<file path="config.mk">
export PLATFORM = sky130hd
export DESIGN_NAME = gray_step_tracker
export DESIGN_NICKNAME = d
export VERILOG_FILES = /design/src/rtl/gray_pkg.sv /design/src/rtl/gray_delta.sv /design/src/rtl/gray_step_tracker.sv
export SDC_FILE = /design/constraint.sdc
export NUM_CORES = 1
export LEC_CHECK = 0
export CAP_MARGIN = 10
export CELL_PAD_IN_SITES_DETAIL_PLACEMENT = 1
export CELL_PAD_IN_SITES_GLOBAL_PLACEMENT = 1
export CORE_ASPECT_RATIO = 1.75
export CORE_UTILIZATION = 40
export DETAILED_ROUTE_END_ITERATION = 10
export PLACE_DENSITY_LB_ADDON = 0.1
export SLEW_MARGIN = 20
export SYNTH_ARGS = -nofsm -noshare
export SYNTH_HDL_FRONTEND = slang
export SYNTH_SLANG_ARGS = --single-unit
</file>
<file path="constraint.sdc">
create_clock -name clk -period 6.6 [get_ports clk]
set_input_delay 0.66 -clock clk [delete_from_list [all_inputs] [get_ports clk]]
set_output_delay 0.66 -clock clk [all_outputs]
set_load 0.03 [all_outputs]
</file>
<file path="src/rtl/gray_pkg.sv">
// Shared types and helpers for the Gray-code step tracker.
//   state_e  : tracker FSM states (prime after reset, normal tracking, sticky fault)
//   delta_e  : classification of the change between two consecutive samples
//   gray2bin : 2-bit Gray to binary decode
package gray_pkg;

    typedef enum logic [1:0] {
        StPrime = 2'd0,
        StTrack = 2'd1,
        StFault = 2'd2
    } state_e;

    // Encoded so that the value equals (bin_new - bin_old) mod 4.
    typedef enum logic [1:0] {
        DNone = 2'd0,
        DUp   = 2'd1,
        DErr  = 2'd2,
        DDn   = 2'd3
    } delta_e;

    function automatic logic [1:0] gray2bin(input logic [1:0] g);
        return {g[1], g[1] ^ g[0]};
    endfunction

endpackage

</file>
<file path="src/rtl/gray_delta.sv">
// Combinational classifier for a pair of 2-bit Gray samples.
//   cur_i   : newer Gray sample
//   prev_i  : older Gray sample
//   delta_o : DNone / DUp / DDn / DErr
module gray_delta
    import gray_pkg::*;
(
    input  logic [1:0] cur_i,
    input  logic [1:0] prev_i,
    output delta_e     delta_o
);

    logic [1:0] diff;

    always_comb begin
        // Modulo-4 difference of the decoded positions maps directly onto delta_e.
        diff    = gray2bin(cur_i) - gray2bin(prev_i);
        delta_o = delta_e'(diff);
    end

endmodule

</file>
<file path="src/rtl/gray_step_tracker.sv">
// Tracks a 2-bit Gray-code counter: samples (q1,q0) every clock, decodes to binary,
// classifies each transition and keeps a wrapping position and a saturating error count.
// An illegal (two-bit) jump drives a sticky fault that only clear or reset removes.
//   clk, reset  : clock, synchronous active-high reset
//   q1, q0      : Gray code from the counter
//   clear       : zero position/err_count and leave FAULT
//   bin         : registered binary decode of the latest sample
//   valid       : two real samples held, step pulses are meaningful
//   step_up/dn/err : one-cycle transition pulses
//   fault       : sticky illegal-jump flag
//   position    : wrapping up/down step count
//   err_count   : saturating illegal-jump count
module gray_step_tracker
    import gray_pkg::*;
#(
    parameter int unsigned POS_W = 8,
    parameter int unsigned ERR_W = 4
) (
    input  logic             clk,
    input  logic             reset,
    input  logic             q1,
    input  logic             q0,
    input  logic             clear,
    output logic [1:0]       bin,
    output logic             valid,
    output logic             step_up,
    output logic             step_dn,
    output logic             step_err,
    output logic             fault,
    output logic [POS_W-1:0] position,
    output logic [ERR_W-1:0] err_count
);

    logic [1:0]       s0_q, s0_d, s1_q, s1_d;
    logic [1:0]       bin_q, bin_d;
    logic             prime_q, prime_d;
    state_e           state_q, state_d;
    logic             step_up_q, step_up_d;
    logic             step_dn_q, step_dn_d;
    logic             step_err_q, step_err_d;
    logic [POS_W-1:0] pos_q, pos_d;
    logic [ERR_W-1:0] err_q, err_d;
    delta_e           delta;

    gray_delta u_gray_delta (
        .cur_i   (s0_q),
        .prev_i  (s1_q),
        .delta_o (delta)
    );

    always_comb begin
        s0_d       = {q1, q0};
        s1_d       = s0_q;
        bin_d      = gray2bin({q1, q0});
        prime_d    = prime_q;
        state_d    = state_q;
        step_up_d  = 1'b0;
        step_dn_d  = 1'b0;
        step_err_d = 1'b0;
        pos_d      = pos_q;
        err_d      = err_q;

        // Pulses reflect the sample pair whenever the pair is meaningful.
        if (state_q != StPrime) begin
            step_up_d  = (delta == DUp);
            step_dn_d  = (delta == DDn);
            step_err_d = (delta == DErr);
            if (delta == DErr && err_q != '1) begin
                err_d = err_q + 1'b1;
            end
        end

        unique case (state_q)
            StPrime: begin
                // Second sampled edge after reset fills s1 with a real sample.
                prime_d = 1'b1;
                if (prime_q) begin
                    state_d = StTrack;
                end
            end
            StTrack: begin
                unique case (delta)
                    DUp:     pos_d = pos_q + 1'b1;
                    DDn:     pos_d = pos_q - 1'b1;
                    DErr:    state_d = StFault;
                    default: ;
                endcase
            end
            StFault: ;
            default: state_d = StPrime;
        endcase

        // Clear overrides this cycle's accounting; pulses above stay untouched.
        if (clear) begin
            pos_d = '0;
            err_d = '0;
            if (state_q != StPrime) begin
                state_d = StTrack;
            end
        end
    end

    always_ff @(posedge clk) begin
        if (reset) begin
            s0_q       <= 2'b00;
            s1_q       <= 2'b00;
            bin_q      <= 2'b00;
            prime_q    <= 1'b0;
            state_q    <= StPrime;
            step_up_q  <= 1'b0;
            step_dn_q  <= 1'b0;
            step_err_q <= 1'b0;
            pos_q      <= '0;
            err_q      <= '0;
        end else begin
            s0_q       <= s0_d;
            s1_q       <= s1_d;
            bin_q      <= bin_d;
            prime_q    <= prime_d;
            state_q    <= state_d;
            step_up_q  <= step_up_d;
            step_dn_q  <= step_dn_d;
            step_err_q <= step_err_d;
            pos_q      <= pos_d;
            err_q      <= err_d;
        end
    end

    assign bin       = bin_q;
    assign valid     = (state_q != StPrime);
    assign fault     = (state_q == StFault);
    assign step_up   = step_up_q;
    assign step_dn   = step_dn_q;
    assign step_err  = step_err_q;
    assign position  = pos_q;
    assign err_count = err_q;

endmodule

</file>
Word-level counts from Yosys, hierarchy flattened
Cells that the tools add are included.
{ "totals": {"register_bits": 24, "inputBits": 5, "output_inout_bits": 19, "wordCells": 38} }
{ "op_classes": {"addsub": 4, "eq_ne": 6, "n_mux": 6, "n_bitwise": 4, "reduce_logical": 8} }
{ "ops": {"columns": ["operator", "count"], "rows": [
  ["$pmux 8 s2", 1],
  ["$add 8x1->8 const B", 1],
  ["$mux 2", 4],
  ["$sub 8x1->8 const B", 1],
  ["$eq 2x2->1 const B", 3],
  ["$pmux 2 s3", 1],
  ["$add 4x1->4 const B", 1],
  ["$eq 2x1->1 const B", 2],
  ["$ne 4x4->1 const B", 1],
  ["$reduce_and 2->1", 2],
  ["$reduce_bool 2->1", 2],
  ["$reduce_or 2->1", 2],
  ["$xor 1x1->1", 3],
  ["$logic_not 2->1", 1],
  ["$sub 2x2->2", 1],
  ["$logic_and 1x1->1", 1],
  ["$not 1->1", 1]
]} }

Longest topological paths before layout
Gate-level depths: netlist (run 1).
{ "logic_depth": {"word_depth": 7, "mapped_depth": 10, "mapped_depth_nobuf": 10} }

Cells and area by module
Synthesis (run 1) repeated with hierarchy kept, for this count alone.
{ "unflattened": {"cells_unflattened": 120, "hier_area_um2": 1088.5} }
{ "by_module_without_submodules": {"columns": ["module", "instances", "cells_each", "area_per_inst_um2", "seq_area_each_um2"], "rows": [
  ["gray_step_tracker", 1, 115, 1031.0, 460.4],
  ["gray_delta", 1, 5, 57.6, 0.0]
]} }

Worst setup path before layout (run 1)
No wires, ideal clock.
{ "synth_path": {"path_type": "flip-flop to flip-flop", "start": "reg s1_q[1]", "end": "reg pos_q[4] (netlist: position[4])", "setup_time_ps": 87, "t_arrival_ps": 2545, "t_required_ps": 6513, "setup_slack_ps": 3968, "path_stages_with_launch": 11, "path_buffers": 0, "period_less_slack_ps": 2632, "path_cell_list": "dfxtp_1 -> xor2_1 -> ha_1 -> xnor3_1 -> nor2_1 -> xor2_1 -> ha_1 -> or4_1 -> nor4_1 -> o211ai_1 -> o31ai_1"} }
{ "synth_between": {"elab_chain_len": 5, "elab_cells_between_ends": 7, "classes_between": "add/sub (1); eq/ne (2); mux (1); bitwise (1); reduce/logical (2)"} }
{ "synth_lines": {"columns": ["element", "line", "text"], "rows": [
  ["start: declaration", "gray_step_tracker.sv:34", "logic [1:0] s0_q, s0_d, s1_q, s1_d;"],
  ["start signal: assignment", "gray_step_tracker.sv:106", "s1_q <= 2'b00;"],
  ["start signal: assignment", "gray_step_tracker.sv:117", "s1_q <= s1_d;"],
  ["$xor 1x1->1", "gray_pkg.sv:22", "return {g[1], g[1] ^ g[0]};"],
  ["$sub 2x2->2 (*)", "gray_delta.sv:17", "diff = gray2bin(cur_i) - gray2bin(prev_i);"],
  ["$eq 2x1->1 / $eq 2x2->1 (equally long branches)", "gray_step_tracker.sv:82", "unique case (delta)"],
  ["$reduce_bool 2->1 (no source line)", null, null],
  ["$reduce_and 2->1 (no source line)", null, null],
  ["end signal: assignment", "gray_step_tracker.sv:124", "pos_q <= pos_d;"],
  ["end: declaration", "gray_step_tracker.sv:41", "logic [POS_W-1:0] pos_q, pos_d;"]
]} }
Every way passes the cells marked *; elsewhere a longest branch is shown, timed or not.
A chain may end at the register's enable or synchronous reset.

Final worst setup path (run 1)
{ "layout_path": {"start": "reg s0_q[1]", "end": "reg pos_q[4] (netlist: position[4])"} }
{ "layout_between": {"elab_chain_len": 5, "elab_cells_between_ends": 7, "classes_between": "add/sub (1); eq/ne (2); mux (1); bitwise (1); reduce/logical (2)"} }
{ "layout_lines": {"columns": ["element", "line", "text"], "rows": [
  ["start: declaration", "gray_step_tracker.sv:34", null],
  ["start signal: assignment", "gray_step_tracker.sv:105", "s0_q <= 2'b00;"],
  ["start signal: assignment", "gray_step_tracker.sv:116", "s0_q <= s0_d;"],
  ["$xor 1x1->1", "gray_pkg.sv:22", null],
  ["$sub 2x2->2 (*)", "gray_delta.sv:17", null],
  ["$eq 2x1->1 / $eq 2x2->1 (equally long branches)", "gray_step_tracker.sv:82", null],
  ["$reduce_bool 2->1 (no source line)", null, null],
  ["$reduce_and 2->1 (no source line)", null, null]
]} }
Marked as above.

==> results.toml, run 1 <==
[sta]
holdWs_ns = 0.465
finalWorstSetupSlack_ns = 3.61
setup_tns_ns = 0
period_needed_ns = 2.99
fmax_ghz = 0.334
worst_pin_slew_ns = 0.611
finalCritPeriodShare_pct = 45.3
setup_viol = 0
rsz0062_at_grt = "no"
slew_viol_final = 0
fin_skew_ns = 0.00386
slew_headroom_pct = 59.1
finalHoldViolCount = 0

[power]
pwr-share-seq_pct = 50.2
total_power_mw = 0.295
power_frac_comb_pct = 19.4
power.share.switching_pct = 28.9
power_switching_mw = 0.0854
power.share.clock_pct = 30.4
leakage_nw = 0.528
ir_drop_v = 0.000118
power_density_nw_per_um2 = 208
internal_power_mw = 0.210

[floorplanning]
coreArea_sq_um = 2720
fp.dieH_um = 73.0
die_area_sq_um = 3110
initial_utilization_pct = 42.3
rows = 25
die_x_um = 42.6
ioPinCount = 24

[finish]
layout-drive-gt1-share_pct = 5.37
fin_nets = 158
syn2layout_area_growth_pct = 23.3
fin_util_pct = 52.2
antenna-diode-count = 0

[worst_setup_path]
worstPathCellList = "xnor2_1 -> ha_1 -> xnor3_1 -> nor2_1 -> xor2_1 -> ha_1 -> or4_1 -> nor4_1 -> o211ai_1 -> o31ai_1"
slowest_delay_ns = 0.48
worstPathArrival_ns = 3.18
end_kind = "flip-flop"
crit_required_ns = 6.79
timing_worst_setup_path_type = "flip-flop to flip-flop"
crit_path_max_fanout = 6
cp_slowest_cell = "xnor3_1"
cp_common_cell = "ha_1"
critPathLaunchType = "flip-flop"

[grt]
use_met1_pct = 20.6
grt_pass1_wl_um = 4660
grt.busiest_layer = "met2"
grt.overflow.total = 0
gr-usage-all-layers_pct = 19.9
grt_pass1_vias = 999
use_met3_pct = 3.96
grt_max_degree = 15
grt_use_met2_pct = 37.1
grt_antenna_before_repair = 0

[yosys]
synth_edf_count = 0
syn_nets = 139
synthesis.area_sq_um = 1150
synth_cell_types = 34
synth-seq-cells = 23
yosysSeqAreaShare_pct = 40.0
synth_ff_type = "dfxtp_1"
ys_warn_count = 0
syn_inst = 131
synthArstFlopShare_pct = 0
syn_area_per_cell_sq_um = 8.80

[min_path]
min_path_type = "flip-flop to flip-flop"

[clock_network]
clkLatencyLatePin_ns = 0.27
cts_resized = 0
clkSinkCount = 23
cts_tree = "yes"
numCtsBuffers = 3
path_clk_slew_ns = 0.08
ctsRootBufferMaster = "clkbuf_8"
cts_buffer_depth = 2
post_cts_buffers = 0
htree_levels = 1
holdBufCountCts = 0

[placement]
detailedPlace.worstSlack_ns = 3.61
place_congestion = 0.865
dp_hpwl_um = 2060
place.port_buffers = 23

[run_status]
status = "complete, no violations"

[detailed_routing]
routed-via-count = 1028
wl_per_cell_um = 15.9
wl_um = 2790
drtIter0Drc = 33
dr.pass1.iters = 4
postRouteAntennaNets = 0
vias_per_cell = 5.84
drc = 0

[job]
drv_cap = 0
-- per-layer routing --
| layer | up-vias | wire length, um |
|---|---|---|
| met5 | - | 0 |
| met4 | 0 | 48 |
| li1 | 499 | - |
| met2 | 22 | 1570 |
| met1 | 502 | 1090 |
| met3 | 5 | 82 |
-- logic make-up after synthesis --
family                     after synthesis  synth area share (%)
xor gates and xnor gates                 8                  8.90
AOI/OAI and AO/OA                       23                  12.9
buffers and inverters                   16                  5.75
muxes                                    5                  4.34
and+or+nand+nor                         53                  24.9
adders and majority gates                3                  3.26
DFF                                     23                  40.0
-- placed cells by master, fill, tap and decap left out, drive strengths merged --
cell type / instances
dfxtp: 23
a2111oi: 3
nor3: 5
a21oi: 6
nand2: 10
ha: 3
mux2i: 5
a31oi: 5
or3: 8
or3b: 1
inv: 7
nand3: 6
o21ai: 4
clkbuf: 4
or4: 2
o221a: 1
xor3: 1
xnor3: 1
xnor2: 2
and2: 1
xor2: 4
o31ai: 1
nor4: 2
a211oi: 2
o211ai: 1
nor2b: 6
nor2: 7
nand4: 3
clkdlybuf4s50: 23
or2: 2
-- metrics by stage --
stage               cells  cell area (sq um)
floorplan             131               1150
global placement      172               1380
detailed placement    172               1380
CTS                   176               1420
global route          176               1420
finish                176               1420
-- Yosys cell counts, drive strengths merged, types with 2 or more instances --
cell	count	area, sq um
nand4	3	25.0
or4	2	15.0
or3	8	50.1
or2	2	12.5
o21ai	4	20.0
inv	7	26.3
nand2	10	37.5
nor4	2	12.5
xor2	4	35.0
nand3	6	30.0
xnor2	2	17.5
nor2b	6	37.5
a21oi	6	30.0
a2111oi	3	26.3
a31oi	5	31.3
nor3	5	25.0
ha	3	37.5
a211oi	2	15.0
mux2i	5	50.1
nor2	7	26.3
clkbuf	6	23.8
dfxtp	23	460
buf	3	16.3
-- critical path: cells and delay by family, from the launching register on --
family	cells	cell delay (ns)
AO/OA/AOI/OAI	2	0.23
XOR/XNOR	3	0.76
AND/OR/NAND/NOR	3	1.04
adder cells (fa/ha/maj)	2	0.46
flip-flops	1	0.43
-- final timing paths --
path | slack, ns | to | from | depth (start not counted)
min | 0.46 | prime_q | prime_q | 2
max reg2reg | 3.61 | position[4] | s0_q[1] | 10
max | 3.61 | position[4] | s0_q[1] | 10
min reg2reg | 0.46 | prime_q | prime_q | 2
-- state kept, by name (all words and copies together), names as in the netlist --
register	cells
bin	1
err_count	4
position	8
prime_q	1
s0_q	2
s1_q	2
state_q	2
step_dn	1
step_err	1
step_up	1
-- power by group through the flow --
stage	logic [mW]	clock network (mW)	registers, mW
global placement	0.0557	0	0.151
floorplan	0.0367	0	0.154
CTS	0.0580	0.0915	0.148
detailed placement	0.0576	0	0.151
global route	0.0626	0.0980	0.149
finish	0.0573	0.0898	0.148
-- layout make-up --
class                           instances  area [sq um]
Fill cell                             330          1300
Clock buffer                            4          45.0
Inverter                                7          26.3
Sequential cell                        23           460
Timing Repair Buffer                   23           230
Multi-Input combinational cell         92           626
Tap cell                               27          33.8
(Power assumes the default switching activity.)
==> inputs of run 2 (changes only) <==
--- a/config.mk
+++ b/config.mk
@@ -9,7 +9,7 @@
 export CELL_PAD_IN_SITES_DETAIL_PLACEMENT = 1
 export CELL_PAD_IN_SITES_GLOBAL_PLACEMENT = 1
 export CORE_ASPECT_RATIO = 1.75
-export CORE_UTILIZATION = 40
+export CORE_UTILIZATION = 37
 export DETAILED_ROUTE_END_ITERATION = 10
 export PLACE_DENSITY_LB_ADDON = 0.1
 export SLEW_MARGIN = 20
==> constraint.sdc (replaced) <==
create_clock -name clk -period 2.9 [get_ports clk]
set_input_delay 0.29 -clock clk [delete_from_list [all_inputs] [get_ports clk]]
set_output_delay 0.29 -clock clk [all_outputs]
set_load 0.03 [all_outputs]
==> results.toml, run 2 (same netlist as run 1, synthesis figures left out) <==
[floorplanning]
die_x_um = 44.2
die_area_sq_um = 3350
fp.dieH_um = 75.8
ioPinCount = 24
rows = 26
coreArea_sq_um = 2930
initial_utilization_pct = 39.4

[worst_setup_path]
cp_slowest_cell = "xnor3_2"
crit_path_max_fanout = 6
worstPathArrival_ns = 2.85
end_kind = "flip-flop"
crit_required_ns = 3.08
timing_worst_setup_path_type = "flip-flop to flip-flop"
worstPathCellList = "xor2_1 -> ha_1 -> xnor3_2 -> nor2_2 -> xor2_1 -> ha_1 -> or4_1 -> nor4_2 -> o211ai_1 -> o31ai_1"
critPathLaunchType = "flip-flop"
slowest_delay_ns = 0.49

[finish]
multi_input_area_sq_um = 636
regArea_sq_um = 462
layout-drive-gt1-share_pct = 9.87
antenna-diode-count = 0
fin_nets = 161
nFillCells = 364
final_cell_count_no_fill = 180
final_common_cell = "clkdlybuf4s50_1"
largest_reg_flops = 8
syn2layout_area_growth_pct = 26.4
layout_common_cells = "clkdlybuf4s50_1, dfxtp_1, nand2_1"

[detailed_routing]
drc = 0
postRouteAntennaNets = 0
wl_per_cell_um = 16.0
vias_per_cell = 5.85
dr.pass1.iters = 6
routed-via-count = 1053
drtIter0Drc = 22
wl_um = 2880

[grt]
gr-usage-all-layers_pct = 18.6
grt.overflow.total = 0
grt_pass1_wl_um = 4730
grt_max_degree = 15
grt_pass1_vias = 999
grt_antenna_before_repair = 0

[sta]
setup_viol = 0
period_needed_ns = 2.66
setup_tns_ns = 0
finalCritPeriodShare_pct = 91.9
worst_pin_slew_ns = 0.662
fmax_ghz = 0.375
fin_skew_ns = 0.00665
slew_viol_final = 0
finalHoldViolCount = 0
slew_headroom_pct = 55.7
rsz0062_at_grt = "no"

[clock_network]
htree_levels = 1
cts_buffer_depth = 2
cts_tree = "yes"
clkSinkCount = 23
clkLatencyLatePin_ns = 0.26
post_cts_buffers = 0
path_clk_slew_ns = 0.09
holdBufCountCts = 0
ctsRootBufferMaster = "clkbuf_8"
numCtsBuffers = 3
cts_resized = 0

[placement]
place.port_buffers = 23
dp_hpwl_um = 2050
place_congestion = 0.789
dp_cells = 176

[power]
power_density_nw_per_um2 = 468
leakage_nw = 0.544
ir_drop_v = 0.000336

[job]
drv_cap = 0

[min_path]
min_path_type = "flip-flop to flip-flop"

[run_status]
status = "complete, no violations"
==> run 2: per-layer routing <==
metal	track usage [%]	vias to the layer above	wire (um)
met5	0	-	0
met4	5.05	0	28
met3	2.13	4	59
met2	34.3	15	1560
met1	22.2	528	1240
li1	-	506	-
==> run 2: report_power, final <==
group | total, mW | switching [mW] | internal [mW]
Sequential | 0.337 | 0.0102 | 0.327
Combinational | 0.143 | 0.0832 | 0.0598
Clock | 0.202 | 0.104 | 0.0980
==> run 2: critical path, delay by kind of cell (launching register included) <==
family	cells	cell delay, ns
simple gates	3	0.78
xor+xnor	3	0.74
fa+ha+maj	2	0.45
flops	1	0.37
compound gates	2	0.24
==> run 2: cell type report <==
| type | count | share of cell area (%) |
|---|---|---|
| clock buffers | 4 | 3.09 |
| well taps | 28 | 2.41 |
| inverters | 7 | 1.80 |
| flip-flops and latches | 23 | 31.7 |
| repair buffers | 26 | 17.4 |
| multi-input cells | 92 | 43.6 |
==> run 2: per-stage QoR <==
stage          hold slack (ns)  instance area [sq um]  util (%)  setup slack, ns  power, mW
4_1_cts                  0.463                   1450      49.4           0.0519      0.680
2_1_floorplan            0.418                   1150         -            0.268      0.434
3_3_place_gp             0.440                   1400      47.8            0.249      0.479
5_1_grt                  0.481                   1460      49.7           0.0384      0.707
6_report                 0.463                   1460      49.7            0.236      0.682
3_5_place_dp             0.450                   1400      47.8           0.0917      0.482
==> run 2: worst paths after layout <==
path	cells past startpoint	endpoint	slack, ns	start
max	10	position[4]	0.24	s1_q[1]
min	2	prime_q	0.46	prime_q
max reg2reg	10	position[4]	0.24	s1_q[1]
min reg2reg	2	prime_q	0.46	prime_q
==> inputs of run 3 (changes only) <==
--- a/config.mk
+++ b/config.mk
@@ -12,6 +12,7 @@
 export CORE_UTILIZATION = 37
 export DETAILED_ROUTE_END_ITERATION = 10
 export PLACE_DENSITY_LB_ADDON = 0.1
+export SETUP_SLACK_MARGIN = 0.3
 export SLEW_MARGIN = 20
 export SYNTH_ARGS = -nofsm -noshare
 export SYNTH_HDL_FRONTEND = slang
==> results.toml, run 3 (same netlist as run 1, synthesis figures left out) <==
[floorplanning]
die_x_um = 44.2
ioPinCount = 24
fp.dieH_um = 75.8
die_area_sq_um = 3350
initial_utilization_pct = 39.4
rows = 26
coreArea_sq_um = 2930

[detailed_routing]
dr.pass1.iters = 6
drtIter0Drc = 46
wl_um = 3040
routed-via-count = 1047
postRouteAntennaNets = 0
wl_per_cell_um = 16.3
drc = 0
vias_per_cell = 5.63

[clock_network]
cts_buffer_depth = 2
clkSinkCount = 23
numCtsBuffers = 3
htree_levels = 1
clkLatencyLatePin_ns = 0.26
ctsRootBufferMaster = "clkbuf_8"
cts_tree = "yes"
holdBufCountCts = 0
path_clk_slew_ns = 0.08

[finish]
final_common_cell = "clkdlybuf4s50_1"
design_area_sq_um = 1550
largest_reg_flops = 8
layout_common_cells = "clkdlybuf4s50_1, dfxtp_1, nand2_1"
nFillCells = 353
syn2layout_area_growth_pct = 34.3
antenna-diode-count = 0
layout-drive-gt1-share_pct = 18.4
fin_nets = 167

[sta]
setup_tns_ns = 0
rsz0062_at_grt = "yes"
setup_viol = 0
finalCritPeriodShare_pct = 88.4
slew_headroom_pct = 59.4
finalHoldViolCount = 0
fin_skew_ns = 0.00489
fmax_ghz = 0.390
worst_pin_slew_ns = 0.607
period_needed_ns = 2.56
slew_viol_final = 0

[placement]
place_congestion = 0.789
placed_area_sq_um = 1400
place.port_buffers = 23
dp_hpwl_um = 2150

[worst_setup_path]
r2r_setup_slack_ns = 0.34
reg2reg_from = "s1_q[1]"
reg2reg_to = "position[4]"
crit_required_ns = 3.08
end_kind = "flip-flop"
worstPathArrival_ns = 2.74
critPathLaunchType = "flip-flop"
timing_worst_setup_path_type = "flip-flop to flip-flop"
crit_path_max_fanout = 6
reg2reg_depth = 10
critPathLaunch = "s1_q[1]"

[grt]
grt_antenna_before_repair = 0
gr-usage-all-layers_pct = 18.0
grt_pass1_vias = 984
grt_pass1_wl_um = 4530
grt_max_degree = 15
grt.overflow.total = 0

[min_path]
whs_endpoint = "prime_q"
min_path_type = "flip-flop to flip-flop"
hold_path_depth = 2
hold_start = "prime_q"

[run_status]
status = "complete, no violations"

[power]
total_power_mw = 0.701
power_density_nw_per_um2 = 453
leakage_nw = 0.576
ir_drop_v = 0.000351

[job]
drv_cap = 0
-- run 3: changes by cell type in the layout (fill, tap and decap cells not counted), sizes merged --
cell	before	now
buf	3	9
-- run 3: critical path, stage by stage, from the launching register on --
cell	delay, ns
dfxtp_4	0.35
xor2_1	0.15
ha_2	0.20
xnor3_2	0.32
nor2_4	0.18
xor2_1	0.10
ha_2	0.22
or4_4	0.43
nor4_4	0.28
o211ai_1	0.13
o31ai_1	0.10
-- run 3: per-stage QoR --
step	hold WS, ns	worst slack (ns)	utilization [%]	std cells
detailed placement	0.459	0.0633	47.9	176
floorplan	0.418	0.343	-	131
global placement	0.446	0.226	47.9	176
global route	0.498	0.228	52.9	186
CTS	0.472	0.315	49.9	180
finish	0.467	0.337	52.9	186
-- run 3: routing by layer --
metal | vias to the layer above | track usage (%) | routed length (um)
met5 | - | 0 | 0
met4 | 0 | 7.41 | 70
met3 | 6 | 2.37 | 76
met2 | 20 | 33.0 | 1700
met1 | 507 | 20.5 | 1190
li1 | 514 | - | -
-- run 3: how the worst max path moves through the flow --
stage	end	slack (ns)	depth (start not counted)
3_5_place_dp	position[4]	0.06	10
6_report	position[4]	0.34	10
5_1_grt	position[4]	0.23	10
4_1_cts	position[2]	0.32	9
2_1_floorplan	position[4]	0.34	10
3_3_place_gp	position[4]	0.23	10
-- run 3: repair_timing --
action	in CTS	in global routing
endpoints found under the setup margin	3	6
cloned	0	0
pin swaps	1	5
buffers inserted	0	6
gates resized for setup	3	12
hold endpoints to repair	0	0
-- run 3: report_power, final --
part	total [mW]	switching [mW]	leakage (nW)	internal (mW)
Combinational	0.166	0.0915	0.365	0.0744
Clock	0.199	0.101	0.0228	0.0980
Sequential	0.336	0.0101	0.188	0.326
-- run 3: area by class of cell --
| cell class | count | area (sq um) | share of cell area [%] |
|---|---|---|---|
| Multi-Input combinational cell | 92 | 678 | 43.8 |
| Sequential cell | 23 | 465 | 30.1 |
| Timing Repair Buffer | 32 | 298 | 19.2 |
| Clock buffer | 4 | 45.0 | 2.91 |
| Tap cell | 28 | 35.0 | 2.26 |
| Inverter | 7 | 26.3 | 1.70 |
